## src/rtl/fir_engine_ctrl.sv

```systemverilog
// Control sequencer for an N-tap FIR: clears history, takes one sample per run step,
// walks the tap and data RAMs one MAC per cycle, and hands each result out on AXI-Stream.
module fir_engine_ctrl #(
    parameter int pADDR_WIDTH = 12,
    parameter int pDATA_WIDTH = 32,
    parameter int Tape_Num    = 11
) (
    input  logic                   clk,
    input  logic                   rst_n,
    input  logic                   ap_start,
    input  logic [31:0]            XferLength,
    output logic                   reset_ap_start,
    output logic                   ap_done,
    output logic                   ap_idle,
    input  logic                   ss_tvalid,
    input  logic [pDATA_WIDTH-1:0] ss_tdata,
    input  logic                   ss_tlast,
    output logic                   ss_tready,
    output logic                   sm_tvalid,
    output logic [pDATA_WIDTH-1:0] sm_tdata,
    output logic                   sm_tlast,
    input  logic                   sm_tready,
    input  logic [pADDR_WIDTH-1:0] cfg_tap_A,
    input  logic [3:0]             cfg_tap_WE,
    output logic [pADDR_WIDTH-1:0] tap_A,
    output logic [3:0]             tap_WE,
    input  logic [pDATA_WIDTH-1:0] tap_Do,
    output logic                   data_EN,
    output logic [3:0]             data_WE,
    output logic [pADDR_WIDTH-1:0] data_A,
    output logic [pDATA_WIDTH-1:0] data_Di,
    input  logic [pDATA_WIDTH-1:0] data_Do
);

    localparam int CW = $clog2(Tape_Num + 1);
    localparam logic [CW-1:0] LAST_K  = CW'(Tape_Num - 1);
    localparam logic [CW-1:0] MAC_END = CW'(Tape_Num);

    typedef enum logic [2:0] {
        ST_IDLE,
        ST_CLEAR,
        ST_WAIT_IN,
        ST_MAC,
        ST_OUT,
        ST_DONE
    } state_t;

    state_t                 state_reg, state_next;
    logic [CW-1:0]          k_reg, k_next;
    logic [CW-1:0]          wptr_reg, wptr_next;
    logic [31:0]            count_reg, count_next;
    logic [31:0]            len_reg, len_next;
    logic [pDATA_WIDTH-1:0] acc_reg, acc_next;
    logic                   idle_reg, idle_next;

    logic [CW-1:0]          rd_idx;
    logic [pDATA_WIDTH-1:0] product;
    logic [pADDR_WIDTH-1:0] eng_tap_A;
    logic                   unused_inputs;

    // The sample count alone terminates a run, so the stream's tlast is not needed.
    assign unused_inputs = ss_tlast;

    function automatic logic [pADDR_WIDTH-1:0] word_addr(input logic [CW-1:0] w);
        return pADDR_WIDTH'({w, 2'b00});
    endfunction

    // Circular history index (wptr - k) mod Tape_Num, newest sample first.
    always_comb begin
        if (k_reg <= wptr_reg) begin
            rd_idx = wptr_reg - k_reg;
        end else begin
            rd_idx = wptr_reg + MAC_END - k_reg;
        end
    end

    assign product = pDATA_WIDTH'($signed(tap_Do) * $signed(data_Do));

    always_ff @(posedge clk or negedge rst_n) begin
        if (!rst_n) begin
            state_reg <= ST_IDLE;
            k_reg     <= '0;
            wptr_reg  <= '0;
            count_reg <= '0;
            len_reg   <= '0;
            acc_reg   <= '0;
            idle_reg  <= 1'b1;
        end else begin
            state_reg <= state_next;
            k_reg     <= k_next;
            wptr_reg  <= wptr_next;
            count_reg <= count_next;
            len_reg   <= len_next;
            acc_reg   <= acc_next;
            idle_reg  <= idle_next;
        end
    end

    always_comb begin
        state_next     = state_reg;
        k_next         = k_reg;
        wptr_next      = wptr_reg;
        count_next     = count_reg;
        len_next       = len_reg;
        acc_next       = acc_reg;
        idle_next      = idle_reg;
        reset_ap_start = 1'b0;
        ap_done        = 1'b0;
        ss_tready      = 1'b0;
        sm_tvalid      = 1'b0;
        sm_tdata       = '0;
        sm_tlast       = 1'b0;
        eng_tap_A      = '0;
        data_WE        = 4'h0;
        data_A         = '0;
        data_Di        = '0;

        unique case (state_reg)
            ST_IDLE: begin
                if (ap_start) begin
                    len_next       = XferLength;
                    count_next     = '0;
                    k_next         = '0;
                    reset_ap_start = 1'b1;
                    idle_next      = 1'b0;
                    state_next     = ST_CLEAR;
                end
            end
            ST_CLEAR: begin
                data_WE   = 4'hF;
                data_A    = word_addr(k_reg);
                wptr_next = '0;
                if (k_reg == LAST_K) begin
                    k_next     = '0;
                    state_next = (len_reg == 32'd0) ? ST_DONE : ST_WAIT_IN;
                end else begin
                    k_next = k_reg + 1'b1;
                end
            end
            ST_WAIT_IN: begin
                ss_tready = 1'b1;
                if (ss_tvalid) begin
                    data_WE    = 4'hF;
                    data_A     = word_addr(wptr_reg);
                    data_Di    = ss_tdata;
                    k_next     = '0;
                    acc_next   = '0;
                    state_next = ST_MAC;
                end
            end
            ST_MAC: begin
                // Address k is issued on cycle k; its product lands one cycle later.
                if (k_reg != MAC_END) begin
                    eng_tap_A = word_addr(k_reg);
                    data_A    = word_addr(rd_idx);
                end
                if (k_reg != '0) begin
                    acc_next = acc_reg + product;
                end
                if (k_reg == MAC_END) begin
                    state_next = ST_OUT;
                end else begin
                    k_next = k_reg + 1'b1;
                end
            end
            ST_OUT: begin
                sm_tvalid = 1'b1;
                sm_tdata  = acc_reg;
                sm_tlast  = (count_reg == len_reg - 32'd1);
                if (sm_tready) begin
                    count_next = count_reg + 32'd1;
                    wptr_next  = (wptr_reg == LAST_K) ? '0 : wptr_reg + 1'b1;
                    state_next = (count_reg == len_reg - 32'd1) ? ST_DONE : ST_WAIT_IN;
                end
            end
            ST_DONE: begin
                ap_done    = 1'b1;
                idle_next  = 1'b1;
                state_next = ST_IDLE;
            end
            default: begin
                state_next = ST_IDLE;
            end
        endcase
    end

    // Configuration owns the tap RAM only while idle; busy-time writes are dropped.
    assign tap_A   = (state_reg == ST_IDLE) ? cfg_tap_A : eng_tap_A;
    assign tap_WE  = (state_reg == ST_IDLE) ? cfg_tap_WE : 4'h0;
    assign ap_idle = idle_reg;
    assign data_EN = 1'b1;

endmodule

```

## config.mk

```make
export PLATFORM = sky130hd
export DESIGN_NAME = fir_engine_ctrl
export DESIGN_NICKNAME = d
export VERILOG_FILES = /design/src/rtl/fir_engine_ctrl.sv
export SDC_FILE = /design/constraint.sdc
export NUM_CORES = 2
export LEC_CHECK = 0
export ABC_AREA = 1
export BUFFER_PORTS_ARGS = -buffer_cell sky130_fd_sc_hd__buf_2
export CAP_MARGIN = 20
export CORE_MARGIN = 2
export CORE_UTILIZATION = 50
export DETAILED_ROUTE_END_ITERATION = 8
export PLACE_DENSITY_LB_ADDON = 0.25
export SLEW_MARGIN = 20
export SYNTH_ARGS = -nofsm -noshare
export SYNTH_HDL_FRONTEND = slang
export SYNTH_SLANG_ARGS = --single-unit
```

## constraint.sdc

```tcl
create_clock -name clk -period 7.6 [get_ports clk]
set_clock_uncertainty 0.05 [all_clocks]
set_input_delay 0.38 -clock clk [delete_from_list [all_inputs] [get_ports clk]]
set_output_delay 0.38 -clock clk [all_outputs]
set_load 0.05 [all_outputs]
```

# ---- Word level (Yosys, flattened, before mapping)
# Cells that the tools add are included.
dict set report op_classes {
  mux 43
  bitwise 0
  reduce_logical 15
  addsub 8
  magnitude_cmp 1
  n_mul 1
  eq_ne 17
  shift 0
  div_mod_pow 0
}
# cell count
set ops {}
lappend ops {{two-way mux 32 bit} 7}
lappend ops {{case mux 32 bit (2 select lines)} 2}
lappend ops {{two-way mux 4 bit} 9}
lappend ops {{adder 32 x 1 -> 32 bit (second input constant)} 1}
lappend ops {{adder 32 bit} 1}
lappend ops {{equality test 32 bit} 1}
lappend ops {{zero test 32 bit} 1}
lappend ops {{multiplier 32 x 32 -> 32 bit} 1}
lappend ops {{subtractor 32 x 1 -> 32 bit (second input constant)} 1}
lappend ops {{two-way mux 6 bit} 4}
lappend ops {{two-way mux 3 bit} 7}
lappend ops {{case mux 6 bit (3 select lines)} 1}
lappend ops {{case mux 4 bit (2 select lines)} 2}
lappend ops {{case mux 4 bit (4 select lines)} 1}
lappend ops {{case mux 3 bit (5 select lines)} 1}
lappend ops {{inequality test 2 bit (second input constant)} 7}
lappend ops {{equality test 4 bit (second input constant)} 3}
lappend ops {{two-way mux 12 bit} 1}
lappend ops {{adder 4 x 1 -> 4 bit (second input constant)} 2}
lappend ops {{nonzero test 2 bit} 4}
lappend ops {{nonzero test 4 bit} 2}
lappend ops {{subtractor 4 bit} 2}
lappend ops {{two-way mux 1 bit} 7}
lappend ops {{equality test 3 x 2 -> 1 bit (second input constant)} 2}
lappend ops {{other kinds (11)} 15}
dict set report word_totals {
  ff_bits 108
  inputBits 150
  mem_count 0
  out_inout_bits 103
  ramBits 0
  latchBits 0
  wordCells 92
  rom_bits 0
}

# ---- Depth between registers and ports, before layout
dict set report depth {
  word_depth 5
  depth_mapped 33
  mapped_depth_nobuf 31
}

# ---- Worst setup path after synthesis
# OpenSTA, ideal clock, no wires.
dict set report synth_path {
  kind {input port to flip-flop}
  from {input port data_Do[2]}
  to {register acc_reg[30]}
  path_stages 26
  setup_ps 130
  t_arrival_ps 6477
  path_buffers 2
  path_slack_ps 943
  required_time_ps 7420
  cell_sequence {clkbuf_1 > buf_1 > nand2_1 > fa_1 > inv_1 > fa_1 > inv_1 > fa_1 > fa_1 > inv_1 > fa_1 > fa_1 > fa_1 > inv_1 > fa_1 > inv_1 > ha_1 > nand2_1 > nor4_1 > nand3_1 > nand3_1 > nand2_1 > o311ai_0 > nand2_1 > nand2_1 > o22ai_1}
}
dict set report synth_via {
  elab_chain_len 4
}
# item line_no
set synth_rtl {}
lappend synth_rtl {{from (decl)} 32} ;# input logic [pDATA_WIDTH-1:0] data_Do
lappend synth_rtl {{multiplier 32 x 32 -> 32 bit} 77} ;# assign product = pDATA_WIDTH'($signed(tap_Do) * $signed(data_Do));
lappend synth_rtl {{adder 32 bit} 158} ;# acc_next = acc_reg + product;
lappend synth_rtl {{two-way mux 32 bit} 157} ;# if (k_reg != '0) begin
lappend synth_rtl {{case mux 32 bit (2 select lines)} 118} ;# unique case (state_reg)
lappend synth_rtl {{to (signal assigned)} 94} ;# acc_reg <= acc_next;
lappend synth_rtl {{to (decl)} 53} ;# logic [pDATA_WIDTH-1:0] acc_reg, acc_next;
# No other way between the ends. The select of a mux whose other input is x is not followed.
# A chain may end at the register's enable or synchronous reset.

# ---- Worst setup path after layout
dict set report layout_path {
  from {input port data_Do[6]}
  to {register acc_reg[24]}
}
# The elaborated chain is that of the path after synthesis.

==> impl_metrics.sql <==
INSERT INTO impl_metrics (metric_group, metric, value, unit) VALUES
('logic_synthesis', 'synth_largest_area_cell', 'sky130_fd_sc_hd__fa_1', ''),
('logic_synthesis', 'netlist-cell-type-count', '53', ''),
('logic_synthesis', 'ffs_latches_synth', '108', ''),
('timing', 'timing_worst_slew_pin_value', '907', 'ps'),
('worst_setup_path', 'critical_path_endpoint', 'acc_reg[24]$_DFFE_PN0P_', ''),
('logic_synthesis', 'async_flop_share', '100', '%'),
('worst_setup_path', 'r2r-end', 'acc_reg[31]$_DFFE_PN0P_', ''),
('cells_and_area', 'drive_above_1_share', '9.00', '%'),
('grt', 'globalRoute.totalOverflow', '0', ''),
('placed_design', 'port-buffer-count', '242', ''),
('worst_setup_path', 'path_max_fanout', '19', ''),
('grt', 'first_global_vias', '21300', ''),
('timing', 'fin_crit_sh', '90.0', '%'),
('grt', 'globalRouteTotalUtil', '26.6', '%'),
('routing', 'drt-total-wl', '67.9', 'mm'),
('cts', 'tritoncts.num_buffers', '9', ''),
('cts', 'ctsHtreeMaxLevel', '3', ''),
('logic_synthesis', 'post-synth-top-area-fraction', '34.5', '%'),
('cells_and_area', 'finish.net_count', '4452', ''),
('floorplanning', 'placeableCoreArea', '50400', 'sq um'),
('timing', 'maxClockFrequency', '146', 'MHz'),
('floorplanning', 'ios', '253', ''),
('worst_setup_path', 'worstReg2RegStart', 'acc_reg[22]$_DFFE_PN0P_', ''),
('routing', 'drtAntennaViolNets', '0', ''),
('timing', 'finalWorstSetupSlack', '757', 'ps'),
('worst_setup_path', 'endpoint_kind', 'register', ''),
('logic_synthesis', 'gate_count_of_the_mapped_netlist', '3556', ''),
('cells_and_area', 'layout_commonest_cell', 'sky130_fd_sc_hd__inv_1', ''),
('status', 'status', 'completed', ''),
('timing', 'finalHoldViolations', '0', ''),
('worst_setup_path', 'critPathArrivalTime', '7020', 'ps'),
('routing', 'wl_per_cell', '15.5', 'microns'),
('cells_and_area', 'seq_area', '2700', 'sq um'),
('grt', 'first_pass_grt_wire_length', '112', 'mm'),
('timing', 'max_slew_violation_count', '0', ''),
('logic_synthesis', 'synthTopCellsByArea', 'sky130_fd_sc_hd__fa_1 34%, sky130_fd_sc_hd__inv_1 16%, sky130_fd_sc_hd__nand2_1 14%, sky130_fd_sc_hd__dfrtp_1 10%, sky130_fd_sc_hd__ha_1 8.1%', ''),
('flow_run', 'drv.max_cap_violation_count', '0', ''),
('cells_and_area', 'fillCellCount', '4963', ''),
('cts', 'clockBufferDepth', '2', ''),
('worst_setup_path', 'worst_path_most_repeated_cell', 'sky130_fd_sc_hd__fa_1', ''),
('cts', 'clock_tree.root_cell', 'sky130_fd_sc_hd__clkbuf_16', ''),
('routing', 'detailroute.via_count', '21500', ''),
('floorplanning', 'die_w', '230', 'microns'),
('timing', 'unrepaired_setup_endpoints_after_global_routing', 'false', ''),
('routing', 'drc_errors', '0', ''),
('worst_setup_path', 'startpoint', 'data_Do[6]', ''),
('cells_and_area', 'area_delta_synth_final', '7.69', '%'),
('routing', 'drt_pass_1_iters', '5', ''),
('floorplanning', 'core.rowCount', '82', ''),
('placed_design', 'dp_hpwl', '56.5', 'mm'),
('floorplanning', 'start_util', '50.8', '%'),
('logic_synthesis', 'synth_seq_area_share', '10.6', '%'),
('worst_setup_path', 'register_to_register_setup_slack', '1070', 'ps'),
('cts', 'cts_num_sinks', '108', ''),
('placed_design', 'preCtsSetupSlack', '456', 'ps'),
('cts', 'clock_tree_from_tritoncts', 'built', ''),
('cts', 'clk-insertion-delay-late', '370', 'ps'),
('cells_and_area', 'multi_input_area', '18300', 'sq um'),
('cells_and_area', 'most_used_cells_in_the_layout_excluding_fill_and_tap_cells', '1061 x sky130_fd_sc_hd__inv_1, 934 x sky130_fd_sc_hd__nand2_1, 441 x sky130_fd_sc_hd__fa_1', ''),
('worst_setup_path', 'rr_worst_depth', '23', ''),
('timing', 'min_tclk_post_route', '6840', 'ps'),
('floorplanning', 'die_h', '230', 'microns'),
('hold_path', 'min-delay-path-class', 'primary input to register', ''),
('worst_setup_path', 'critical_path_class', 'primary input to register', ''),
('routing', 'drt_first_iter_violations', '1389', ''),
('grt', 'number_of_antenna_violations_at_the_first_check_in_global_routing', '8', ''),
('grt', 'grt_start_max_net_pins', '69', ''),
('worst_setup_path', 'worst_path_largest_cell_delay', '530', 'ps'),
('cells_and_area', 'post-route-util', '54.8', '%'),
('placed_design', 'gp_congestion', '0.932', ''),
('worst_setup_path', 'critPathSlowestCell', 'sky130_fd_sc_hd__fa_1', '');
==> worst min path at each step <==
stage | from | end | slack [ps] | cells past startpoint
6_report | XferLength[23] | len_reg[23]$_DFFE_PN0P_ | 150 | 3
5_1_grt | XferLength[23] | len_reg[23]$_DFFE_PN0P_ | 150 | 3
4_1_cts | XferLength[21] | len_reg[21]$_DFFE_PN0P_ | 140 | 3
3_5_place_dp | rst_n | len_reg[28]$_DFFE_PN0P_ | 350 | 1
3_3_place_gp | rst_n | len_reg[28]$_DFFE_PN0P_ | 350 | 1
2_1_floorplan | rst_n | acc_reg[0]$_DFFE_PN0P_ | 30 | 0
==> synthesized netlist by cell type, types with 3 or more instances <==
| cell | n |
|---|---|
| sky130_fd_sc_hd__o221ai_1 | 4 |
| sky130_fd_sc_hd__a31oi_1 | 4 |
| sky130_fd_sc_hd__nand2_1 | 934 |
| sky130_fd_sc_hd__a21oi_1 | 81 |
| sky130_fd_sc_hd__buf_2 | 6 |
| sky130_fd_sc_hd__clkbuf_1 | 104 |
| sky130_fd_sc_hd__nor2_1 | 196 |
| sky130_fd_sc_hd__nand3b_1 | 13 |
| sky130_fd_sc_hd__buf_4 | 12 |
| sky130_fd_sc_hd__xor2_1 | 31 |
| sky130_fd_sc_hd__ha_1 | 166 |
| sky130_fd_sc_hd__nor4_1 | 10 |
| sky130_fd_sc_hd__xnor3_1 | 4 |
| sky130_fd_sc_hd__nand2_2 | 8 |
| sky130_fd_sc_hd__nor2_4 | 5 |
| sky130_fd_sc_hd__xnor2_1 | 27 |
| sky130_fd_sc_hd__nand3_2 | 3 |
| sky130_fd_sc_hd__o22ai_1 | 14 |
| sky130_fd_sc_hd__dfrtp_1 | 107 |
| sky130_fd_sc_hd__o21ai_0 | 97 |
| sky130_fd_sc_hd__nor3_1 | 28 |
| sky130_fd_sc_hd__a211oi_1 | 4 |
| sky130_fd_sc_hd__nand3_1 | 86 |
| sky130_fd_sc_hd__nor2_2 | 11 |
| sky130_fd_sc_hd__o21bai_1 | 5 |
| sky130_fd_sc_hd__buf_1 | 18 |
| sky130_fd_sc_hd__nand4_1 | 14 |
| sky130_fd_sc_hd__a21o_1 | 3 |
| sky130_fd_sc_hd__o21ai_1 | 6 |
| sky130_fd_sc_hd__fa_1 | 441 |
| sky130_fd_sc_hd__inv_1 | 1061 |
| sky130_fd_sc_hd__nand2_4 | 6 |
| sky130_fd_sc_hd__a32o_1 | 3 |
| sky130_fd_sc_hd__nor3b_1 | 3 |
| sky130_fd_sc_hd__inv_2 | 14 |
==> critical path, delay by kind of cell <==
family                   cells  cell delay [ps]
buffers and inverters        7             1070
AO/OA/AOI/OAI                5              820
AND/OR/NAND/NOR              7              880
adder cells (fa/ha/maj)      9             3850
==> layer usage <==
metal	wire length (microns)	track usage, %	up-vias
li1	-	-	10400
met1	30200	37.7	10400
met2	31800	44.0	675
met3	4940	4.45	60
met4	830	3.59	6
met5	29	0	-
==> area by class of cell <==
type | count | area share (%)
Antenna cell | 7 | 0.0635
Tap cell | 672 | 3.05
Clock buffer | 10 | 0.830
Sequential cell | 108 | 9.80
Clock inverter | 6 | 0.277
Timing Repair Buffer | 261 | 4.93
Multi-Input combinational cell | 2238 | 66.4
Inverter | 1077 | 14.7
==> cell families (layout without fill, tap and decap cells) <==
family | count (synthesis) | after routing | share of synthesized area [%]
buffers and inverters | 1217 | 1354 | 18.0
xor gates and xnor gates | 62 | 62 | 2.34
other | 2 | 16 | 0.0293
DFF | 108 | 108 | 10.6
and+or+nand+nor | 1328 | 1328 | 21.4
AOI/OAI and AO/OA | 232 | 232 | 5.01
adders and majority gates | 607 | 607 | 42.6
==> repair_timing <==
item,CTS,global route
endpoints found under the hold margin,39,0
hold buffers,1,0
setup buffers,0,0
endpoints found under the setup margin,0,0
resized for setup,0,0
==> through the flow <==
stage	instance area (sq um)	hold slack (ps)	std cells
6_report	27600	148	4379
2_1_floorplan	25600	34.4	3563
3_3_place_gp	27200	346	4355
5_1_grt	27600	152	4376
3_5_place_dp	27200	346	4355
4_1_cts	27600	139	4372
Power is left out: the tool's default activity adds up to more than one toggle a clock period on the data nets, which glitch-free logic cannot reach.
